$ cat src/rtl/sram_arb_pkg.sv
// Shared encodings for the two-port SRAM arbiter.
package sram_arb_pkg;

  typedef enum logic {
    ST_INIT = 1'b0,
    ST_RUN  = 1'b1
  } state_e;

  localparam logic       PORT0    = 1'b0;
  localparam logic       PORT1    = 1'b1;
  localparam logic [3:0] MASK_ALL = 4'hF;

endpackage

$ cat src/rtl/sram_arb_rr2.sv
// Two-way grant: round-robin on the last-served port, or port 0 wins when fixed_prio.
// Grant is combinational from req; the pointer moves only when a grant is accepted.
module sram_arb_rr2
  import sram_arb_pkg::*;
(
  input  logic       clk,
  input  logic       rst,
  input  logic [1:0] req,
  input  logic       accept,
  input  logic       fixed_prio,
  output logic [1:0] grant
);

  logic last;

  // Reset to port 1 as last served so port 0 is preferred first.
  always_ff @(posedge clk) begin
    if (rst) begin
      last <= PORT1;
    end else if (accept) begin
      last <= grant[1] ? PORT1 : PORT0;
    end
  end

  always_comb begin
    grant = 2'b00;
    unique case (req)
      2'b01:   grant = 2'b01;
      2'b10:   grant = 2'b10;
      2'b11:   grant = (fixed_prio || (last == PORT1)) ? 2'b01 : 2'b10;
      default: grant = 2'b00;
    endcase
  end

endmodule

$ cat src/rtl/sram_arbiter.sv
// Two-requester arbiter/sequencer for a 1-cycle-latency byte-masked SRAM; read data returns 1 cycle after accept.
// Optional post-reset zero-fill of the whole array when SRAM_ARB_INIT_EN is defined.
module sram_arbiter
  import sram_arb_pkg::*;
#(
  parameter int ADDR_W     = 10,
  parameter int FIXED_PRIO = 0
) (
  input  logic              clk_i,
  input  logic              rst_i,
  input  logic              p0_valid_i,
  output logic              p0_ready_o,
  input  logic              p0_we_i,
  input  logic [ADDR_W-1:0] p0_addr_i,
  input  logic [31:0]       p0_wdata_i,
  input  logic [3:0]        p0_mask_i,
  output logic              p0_rvalid_o,
  output logic [31:0]       p0_rdata_o,
  input  logic              p1_valid_i,
  output logic              p1_ready_o,
  input  logic              p1_we_i,
  input  logic [ADDR_W-1:0] p1_addr_i,
  input  logic [31:0]       p1_wdata_i,
  input  logic [3:0]        p1_mask_i,
  output logic              p1_rvalid_o,
  output logic [31:0]       p1_rdata_o,
  output logic              sram_cs_o,
  output logic              sram_wren_o,
  output logic [ADDR_W-1:0] sram_addr_o,
  output logic [31:0]       sram_data_o,
  output logic [3:0]        sram_mask_o,
  input  logic [31:0]       sram_data_i,
  output logic              init_done_o
);

  localparam int DEPTH = 2 ** ADDR_W;

  state_e            state;
  logic [1:0]        req;
  logic [1:0]        grant;
  logic              run;
  logic              xfer;
  logic              sel;
  logic              init_wr;
  logic [ADDR_W-1:0] init_addr;
  logic              rd_pend;
  logic              rd_port;

  // No access may leave the block in a cycle where reset is asserted.
  assign run  = (state == ST_RUN) && !rst_i;
  assign req  = {p1_valid_i, p0_valid_i};
  assign sel  = grant[1] ? PORT1 : PORT0;

  assign p0_ready_o = run && grant[0];
  assign p1_ready_o = run && grant[1];
  assign xfer       = (p0_valid_i && p0_ready_o) || (p1_valid_i && p1_ready_o);

  sram_arb_rr2 u_rr2 (
    .clk        (clk_i),
    .rst        (rst_i),
    .req        (req),
    .accept     (xfer),
    .fixed_prio (FIXED_PRIO != 0),
    .grant      (grant)
  );

`ifdef SRAM_ARB_INIT_EN
  state_e            state_nxt;
  logic [ADDR_W:0]   cnt;
  logic [ADDR_W:0]   cnt_nxt;

  always_ff @(posedge clk_i) begin
    if (rst_i) begin
      state <= ST_INIT;
      cnt   <= '0;
    end else begin
      state <= state_nxt;
      cnt   <= cnt_nxt;
    end
  end

  always_comb begin
    state_nxt = state;
    cnt_nxt   = cnt;
    if (state == ST_INIT) begin
      cnt_nxt = cnt + 1'b1;
      if (cnt == (ADDR_W+1)'(DEPTH - 1)) begin
        state_nxt = ST_RUN;
      end
    end
  end

  assign init_done_o = (state == ST_RUN);
  assign init_wr     = (state == ST_INIT) && !rst_i;
  assign init_addr   = cnt[ADDR_W-1:0];
`else
  assign state       = ST_RUN;
  assign init_done_o = 1'b1;
  assign init_wr     = 1'b0;
  assign init_addr   = '0;
`endif

  always_comb begin
    sram_cs_o   = 1'b0;
    sram_wren_o = 1'b0;
    sram_addr_o = '0;
    sram_data_o = '0;
    sram_mask_o = '0;
    if (init_wr) begin
      sram_cs_o   = 1'b1;
      sram_wren_o = 1'b1;
      sram_addr_o = init_addr;
      sram_mask_o = MASK_ALL;
    end else if (xfer) begin
      sram_cs_o = 1'b1;
      if (sel == PORT1) begin
        sram_wren_o = p1_we_i;
        sram_addr_o = p1_addr_i;
        sram_data_o = p1_wdata_i;
        sram_mask_o = p1_mask_i;
      end else begin
        sram_wren_o = p0_we_i;
        sram_addr_o = p0_addr_i;
        sram_data_o = p0_wdata_i;
        sram_mask_o = p0_mask_i;
      end
    end
  end

  always_ff @(posedge clk_i) begin
    if (rst_i) begin
      rd_pend <= 1'b0;
      rd_port <= PORT0;
    end else begin
      rd_pend <= xfer && !sram_wren_o;
      rd_port <= sel;
    end
  end

  // Gating with rst_i drops a response whose read was accepted just before reset.
  assign p0_rvalid_o = rd_pend && (rd_port == PORT0) && !rst_i;
  assign p1_rvalid_o = rd_pend && (rd_port == PORT1) && !rst_i;
  assign p0_rdata_o  = p0_rvalid_o ? sram_data_i : 32'h0;
  assign p1_rdata_o  = p1_rvalid_o ? sram_data_i : 32'h0;

endmodule

$ cat config.mk
export PLATFORM = sky130hd
export DESIGN_NAME = sram_arbiter
export DESIGN_NICKNAME = d
export VERILOG_FILES = /design/src/rtl/sram_arb_pkg.sv /design/src/rtl/sram_arb_rr2.sv /design/src/rtl/sram_arbiter.sv
export SDC_FILE = /design/constraint.sdc
export NUM_CORES = 1
export LEC_CHECK = 0
export CAP_MARGIN = 20
export CORE_ASPECT_RATIO = 0.7
export CORE_MARGIN = 5
export CORE_UTILIZATION = 25
export DETAILED_ROUTE_END_ITERATION = 10
export PLACE_DENSITY = 0.79
export SETUP_SLACK_MARGIN = 0.15
export SYNTH_ARGS = -nofsm -noshare
export SYNTH_HDL_FRONTEND = slang
export SYNTH_SLANG_ARGS = --single-unit
$ cat constraint.sdc
create_clock -name clk_i -period 1.2 [get_ports clk_i]
set_clock_uncertainty 0.1 [all_clocks]
set_input_delay 0.3 -clock clk_i [delete_from_list [all_inputs] [get_ports clk_i]]
set_output_delay 0.3 -clock clk_i [all_outputs]
set_load 0.05 [all_outputs]
==> impl_metrics.yaml, run 1 <==
drt:
  drtIter0Drc: 158
  ant_nets: 0
  postRouteWirelength_mm: 15.4
  vias_per_cell: 5.09
  drc: 0
  vias: 3190
  wl_per_cell_um: 24.6
  first_pass_iters: 4
logic_synthesis:
  syn_nets: 389
  synthXorXnorAreaFrac_pct: 0
  seq_area_frac_synth_pct: 2.89
  syn_avg_cell_area_um2: 8.01
  yosysTopAreaCellShare_pct: 29.8
  ys_types: 22
  yosys_warnings: 0
  synthSimpleGateAreaFrac_pct: 51.4
  synth.largest_area_cell: "o32ai_2"
  synth_compound_area_share_pct: 34.8
  syn-cell-area_mm2: 0.00208
  synth_top_family_by_area: "simple AND/OR/NAND/NOR gates"
  synth-seq-cells: 3
  synthTopCellsByArea: "o32ai_2, nand2b_1, and2_1"
  synthAdderAreaFrac_pct: 0
  synth_mux_area_share_pct: 0
  syn_inst: 259
worst_hold_path:
  hold_class: "input pin to flop"
  min_to: "rd_port"
  min_path_cells: 2
  worstHoldStart: "rst_i"
global_route:
  grt_pass1_vias: 3374
  met2_usage_pct: 50.4
  grt_max_degree: 31
  use_met3_pct: 5.68
  grt_pass1_wl_mm: 20.4
  grt_use_total_pct: 24.8
  gr-total-overflow: 0
  busiest_layer: "met2"
  antenna_found_initial: 1
  use_met1_pct: 26.4
timing:
  fin_ws_ns: -0.660
  max_freq_mhz: 538
  hold_viol: 0
  finalSetupTns_ns: -67.53
  grt_setup_unrepaired: "true"
  maxSlewViolCount: 0
  setup_viol: 117
  min_period_ns: 1.86
  final.period_utilization_pct: 155
  whs_ns: 0.204
setup_path:
  crit_required_ns: 0.80
  reg2reg_depth: 3
  critical_path.top_delay_family: "buffers and inverters"
  crit_fanout: 6
  critical_path_class: "flop to output port"
  endpoint_kind: "output port"
  r2r_slack_ns: -0.02
  max_stage_delay_ns: 0.34
  path_cells: "nor3b_4 -> buf_6 -> buf_12 -> buf_16 -> and2_4 -> buf_12"
  cp-start-kind: "flop"
  worstPathArrival_ns: 1.46
  r2r-end: "rd_pend"
  crit_slowest_cell: "dfxtp_2"
  crit_top_cell: "buf_12"
  worst-path-buf-inv: 4
  worstReg2RegStart: "u_rr2.last"
power:
  p_per_area_mw_per_mm2: 470
  p_leak_uw: 0.00271
  ir_drop_mv: 0.456
die:
  die_area_mm2: 0.0103
  die_width_um: 119
  core_area_mm2: 0.00797
  dieHeight_um: 86.2
  rows: 27
  start_util_pct: 26.0
  ios: 247
cts:
  clkTransAtPathRegs_ns: 0.03
  cts_sinks: 3
  ctsHoldBuffers: 0
  cts-root-buf: "clkbuf_16"
  h-tree-depth: 1
  cts-buffers-inserted: 3
  cts_tree: "yes"
  clockBufferDepth: 2
  clk_latency_ns: 0.22
place:
  preCtsSetupSlack_ns: -0.914
  routabilityCongestion: 0.807
  hpwl_mm: 9.70
  port_buffers: 245
  dp.cells: 593
  placed_cell_area_mm2: 0.00620
finish:
  n_fill_cell: 302
  nets: 656
  final_cell_area_mm2: 0.00720
  syn_to_final_growth_pct: 247
  stdcell_count: 627
  drive_above_1_share_pct: 60.0
outcome:
  status: "finished with violations"
  violations: "negative setup slack"
run:
  cap_viol_max_count: 0
-- placed cells by master, fill, tap and decap left out, drive strengths merged --
cell type,netlist,routed
nor2b,1,1
dfxtp,3,3
nor2,4,4
and2,64,64
o32ai,48,48
diode,0,1
nand2b,94,94
buf,25,161
conb,1,1
inv,1,1
or2,3,3
clkbuf,9,13
a21bo,1,1
and3b,1,1
nor3b,1,1
a21o,1,1
nand2,1,1
clkdlybuf4s50,0,126
nor3,1,1
-- flip-flops by register name, indices dropped and copies added, names as in the netlist --
signal      count
u_rr2.last      1
rd_port         1
rd_pend         1
-- worst max-delay path by stage --
| stage | start | endpoint | slack [ns] | cells past startpoint |
|---|---|---|---|---|
| 5_1_grt | rd_port | p0_rdata_o[20] | -0.67 | 6 |
| 2_1_floorplan | p1_valid_i | sram_addr_o[4] | -0.44 | 3 |
| 3_3_place_gp | p1_valid_i | sram_data_o[30] | -0.89 | 5 |
| 3_5_place_dp | p1_valid_i | sram_data_o[27] | -0.91 | 5 |
| 6_report | rd_port | p0_rdata_o[20] | -0.66 | 6 |
| 4_1_cts | u_rr2.last | sram_data_o[14] | -0.63 | 5 |
-- worst register-to-register path, stage by stage, from the launching register on --
cell       delay, ns
dfxtp_4         0.37
a21bo_4         0.30
clkbuf_16       0.25
o32ai_4         0.08
-- kinds of logic (layout without fill, tap and decap cells) --
logic type      count (synthesis)  count (layout)
buf+inv                        35             301
other cells                     1               2
simple gates                  170             170
compound gates                 50              50
flops                           3               3
-- per-stage QoR --
step	power (uW)	utilization [%]
6_report	3380	90.3
4_1_cts	3250	86.7
2_1_floorplan	1550	-
3_5_place_dp	2460	77.8
5_1_grt	3500	90.3
3_3_place_gp	2420	77.8
-- area by class of cell --
cell class | instances | area, um2 | area share [%]
sequential | 3 | 66.3 | 0.921
inverter | 1 | 6.26 | 0.0869
multi-input combinational | 221 | 2740 | 38.1
timing repair buffer | 296 | 4180 | 58.0
clock buffer | 4 | 78.8 | 1.09
antenna | 1 | 2.50 | 0.0347
tap | 101 | 126 | 1.75
-- power by group --
part	leakage (uW)	internal, uW	switching [uW]
Sequential	0.0000257	108	9.07
Clock	0.0000382	439	97.0
Combinational	0.00264	1400	1330
Total	0.00271	1950	1440
-- routing by layer --
metal / wire, um / part of all wire [%]
met1: 5570 / 36
met5: 0 / 0
met3: 1070 / 6.9
met4: 196 / 1.3
met2: 8600 / 56
-- synthesized netlist by cell type (all sizes together) --
| cell type | number |
|---|---|
| buf | 25 |
| dfxtp | 3 |
| nor2 | 4 |
| inv | 1 |
| and3b | 1 |
| and2 | 64 |
| nor3b | 1 |
| conb | 1 |
| or2 | 3 |
| nand2 | 1 |
| o32ai | 48 |
| clkbuf | 9 |
| nor3 | 1 |
| a21bo | 1 |
| nor2b | 1 |
| nand2b | 94 |
| a21o | 1 |
-- repair_timing --
| action | CTS | global route |
|---|---|---|
| pin swaps | 18 | 29 |
| gates resized for setup | 89 | 14 |
| setup buffers | 8 | 1 |
| endpoints found under the setup margin | 119 | 119 |
| endpoints found under the hold margin | 0 | 0 |
| gates cloned | 11 | 9 |
Power figures use the tool's default switching activity.
==> run 2: changes to the inputs <==
--- a/config.mk
+++ b/config.mk
@@ -5,12 +5,14 @@
 export SDC_FILE = /design/constraint.sdc
 export NUM_CORES = 1
 export LEC_CHECK = 0
+export ABC_AREA = 1
 export CAP_MARGIN = 20
 export CORE_ASPECT_RATIO = 0.7
 export CORE_MARGIN = 5
-export CORE_UTILIZATION = 25
+export CORE_UTILIZATION = 22
 export DETAILED_ROUTE_END_ITERATION = 10
-export PLACE_DENSITY = 0.79
+export HOLD_SLACK_MARGIN = 0.1
+export PLACE_DENSITY = 0.8
 export SETUP_SLACK_MARGIN = 0.15
 export SYNTH_ARGS = -nofsm -noshare
 export SYNTH_HDL_FRONTEND = slang
==> constraint.sdc (replaced) <==
create_clock -name clk_i -period 1.2 [get_ports clk_i]
set_clock_uncertainty 0.1 [all_clocks]
set_input_delay 0.3 -clock clk_i [delete_from_list [all_inputs] [get_ports clk_i]]
set_output_delay 0.3 -clock clk_i [all_outputs]
set_load 0.01 [all_outputs]
==> run 2 against run 1 <==
  * The run still ends with negative setup slack left
  * Via count is 4.6% higher
  * Register-to-register slack better by 0.04 ns
  * Critical endpoint is now p0_rdata_o[27]
  * Setup slack improved by 0.021 ns
  * Worst hold slack improved by 0.092 ns
  * Critical path depth is 1 higher
  * Total power fell by 31%
==> impl_metrics.yaml, run 2 <==
outcome:
  status: "finished with violations"
  violations: "negative setup slack"
power:
  p_leak_uw: 0.00251
  p_per_area_mw_per_mm2: 424
  power_uw: 2320
  ir_drop_mv: 0.253
  p_int_uw: 1390
  clock_power_share_pct: 13.4
  p_switching_uw: 934
  switching_share_pct: 40.3
  seqPwrFrac_pct: 5.2
  comb_power_share_pct: 81.4
drt:
  drc: 0
  first_pass_iters: 4
  drtIter0Drc: 79
  postRouteWirelength_mm: 12.2
  ant_nets: 0
  wl_per_cell_um: 16.8
  vias_per_cell: 4.60
  vias: 3337
timing:
  finalSetupTns_ns: -57.31
  grt_setup_unrepaired: "true"
  maxSlewViolCount: 0
  fin_ws_ns: -0.639
  final.period_utilization_pct: 153
  min_period_ns: 1.84
  hold_viol: 0
  max_freq_mhz: 544
  setup_viol: 116
logic_synthesis:
  synthTopCellsByArea: "nor2_1, nand3b_1, a21oi_1"
  syn_nets: 476
  async_reset_ff_share_pct: 0
  synth_flop_cell: "dfxtp_1"
  synth_edf_count: 0
  syn_avg_cell_area_um2: 4.82
  syn_inst: 346
  yosysMostFrequentCell: "nor2_1"
  synth-seq-cells: 3
  synth.largest_area_cell: "nor2_1"
  yosysTopAreaCellShare_pct: 25.9
  yosys-top-cells-count: "nor2_1, nand2_1, a21oi_1, nand3b_1, inv_1"
  ys_types: 16
  yosys_warnings: 0
  syn-cell-area_mm2: 0.00167
  seq_area_frac_synth_pct: 3.60
place:
  dp.cells: 681
  port_buffers: 245
  routabilityCongestion: 0.837
  hpwl_mm: 8.36
  preCtsSetupSlack_ns: -1.29
cts:
  clkTransAtPathRegs_ns: 0.03
  cts-buffers-inserted: 3
  cts-root-buf: "clkbuf_8"
  cts_tree: "yes"
  ctsHoldBuffers: 0
  clockBufferDepth: 2
  h-tree-depth: 1
  clk_latency_ns: 0.22
  cts_sinks: 3
setup_path:
  crit_top_cell: "inv_2"
  crit_path_end: "p0_rdata_o[27]"
  worst-path-buf-inv: 5
  endpoint_kind: "output port"
  crit_fanout: 7
  critical_path.top_delay_family: "buffers and inverters"
  critical_path_class: "flop to output port"
  path_cells: "inv_2 -> nor3_4 -> inv_2 -> buf_6 -> clkbuf_16 -> nor2_1 -> buf_2"
  r2r-end: "rd_pend"
  crit_required_ns: 0.80
  r2r_slack_ns: 0.02
  crit_slowest_cell: "dfxtp_2"
  worstPathArrival_ns: 1.44
  reg2reg_depth: 6
  cp-start-kind: "flop"
  worst-path-stages: 7
  worstReg2RegStart: "u_rr2.last"
  max_stage_delay_ns: 0.33
  cp-startpoint: "rd_pend"
die:
  rows: 26
  ios: 247
  dieHeight_um: 82.9
  start_util_pct: 22.7
  core_area_mm2: 0.00735
  die_width_um: 114
  die_area_mm2: 0.00945
finish:
  regArea_um2: 66.3
  reg_top3: "rd_pend x1, rd_port x1, u_rr2.last x1"
  post-route-util_pct: 74.3
  drive_above_1_share_pct: 55.3
  final_common_cell: "clkdlybuf4s50_1"
  n_fill_cell: 530
  layout_common_cells: "clkdlybuf4s50_1, buf_2, nor2_2, buf_6, nand3b_1"
  syn_to_final_growth_pct: 228
  multi_input_area_mm2: 0.00202
  diodes: 0
  stdcell_count: 725
  nets: 758
global_route:
  gr-total-overflow: 0
  grt_max_degree: 58
  grt_pass1_wl_mm: 17.4
  grt_use_total_pct: 22.2
  antenna_found_initial: 0
  grt_pass1_vias: 3428
worst_hold_path:
  hold_class: "input pin to flop"
run:
  cap_viol_max_count: 0
-- run 2: power groups by stage --
stage / combinational, uW / sequential (uW) / clock, uW
final: 1890 / 120 / 311
after global routing: 2010 / 121 / 326
after CTS: 1740 / 118 / 302
after detailed placement: 1540 / 116 / 0
after global placement: 1520 / 115 / 0
after floorplan: 687 / 114 / 0
-- run 2: per-layer routing --
metal / wire length, um / track usage [%] / vias to the layer above / share of wire (%)
met5: 0 / 0 / - / 0
met3: 947 / 6.03 / 40 / 7.8
met2: 6640 / 42.7 / 172 / 54
met1: 4150 / 22.9 / 1493 / 34
li1: - / - / 1632 / -
met4: 473 / 7.34 / 0 / 3.9
-- run 2: worst min-delay path, cell delays in order --
cell,delay [ns]
buf_6,0.10
buf_4,0.13
nor2_1,0.05
-- run 2: cell families after synthesis --
kind of cell           synth area share, %
AO/OA/AOI/OAI                         14.1
buffers and inverters                 20.7
AND/OR/NAND/NOR                       61.4
other                                0.225
flip-flops                            3.60
-- run 2: worst min-delay path by stage --
stage / depth (start not counted) / from / end / slack [ns]
floorplan: 1 / rst_i / rd_port / 0.26
global placement: 2 / u_rr2.last / u_rr2.last / 0.38
detailed placement: 2 / u_rr2.last / u_rr2.last / 0.37
CTS: 3 / rst_i / rd_port / 0.29
global route: 3 / rst_i / rd_port / 0.30
finish: 3 / rst_i / rd_port / 0.30
-- run 2: cell type report --
class | count | share of cell area, %
Sequential cell | 3 | 1.21
Multi-Input combinational cell | 269 | 37.0
Timing Repair Buffer | 309 | 55.8
Tap cell | 98 | 2.24
Inverter | 42 | 2.89
Clock buffer | 4 | 0.824
-- run 2: timing repair --
| action | in CTS | in global routing |
|---|---|---|
| endpoints found under the setup margin | 119 | 118 |
| cloned | 7 | 4 |
| pin swaps | 15 | 9 |
| buffers inserted | 24 | 5 |
| resized for setup | 529 | 134 |
-- run 2: stage by stage --
| step | hold slack (ns) | cell area, um2 |
|---|---|---|
| finish | 0.296 | 5460 |
| global placement | 0.378 | 4660 |
| global route | 0.301 | 5460 |
| floorplan | 0.265 | 2070 |
| CTS | 0.289 | 5080 |
| detailed placement | 0.375 | 4660 |
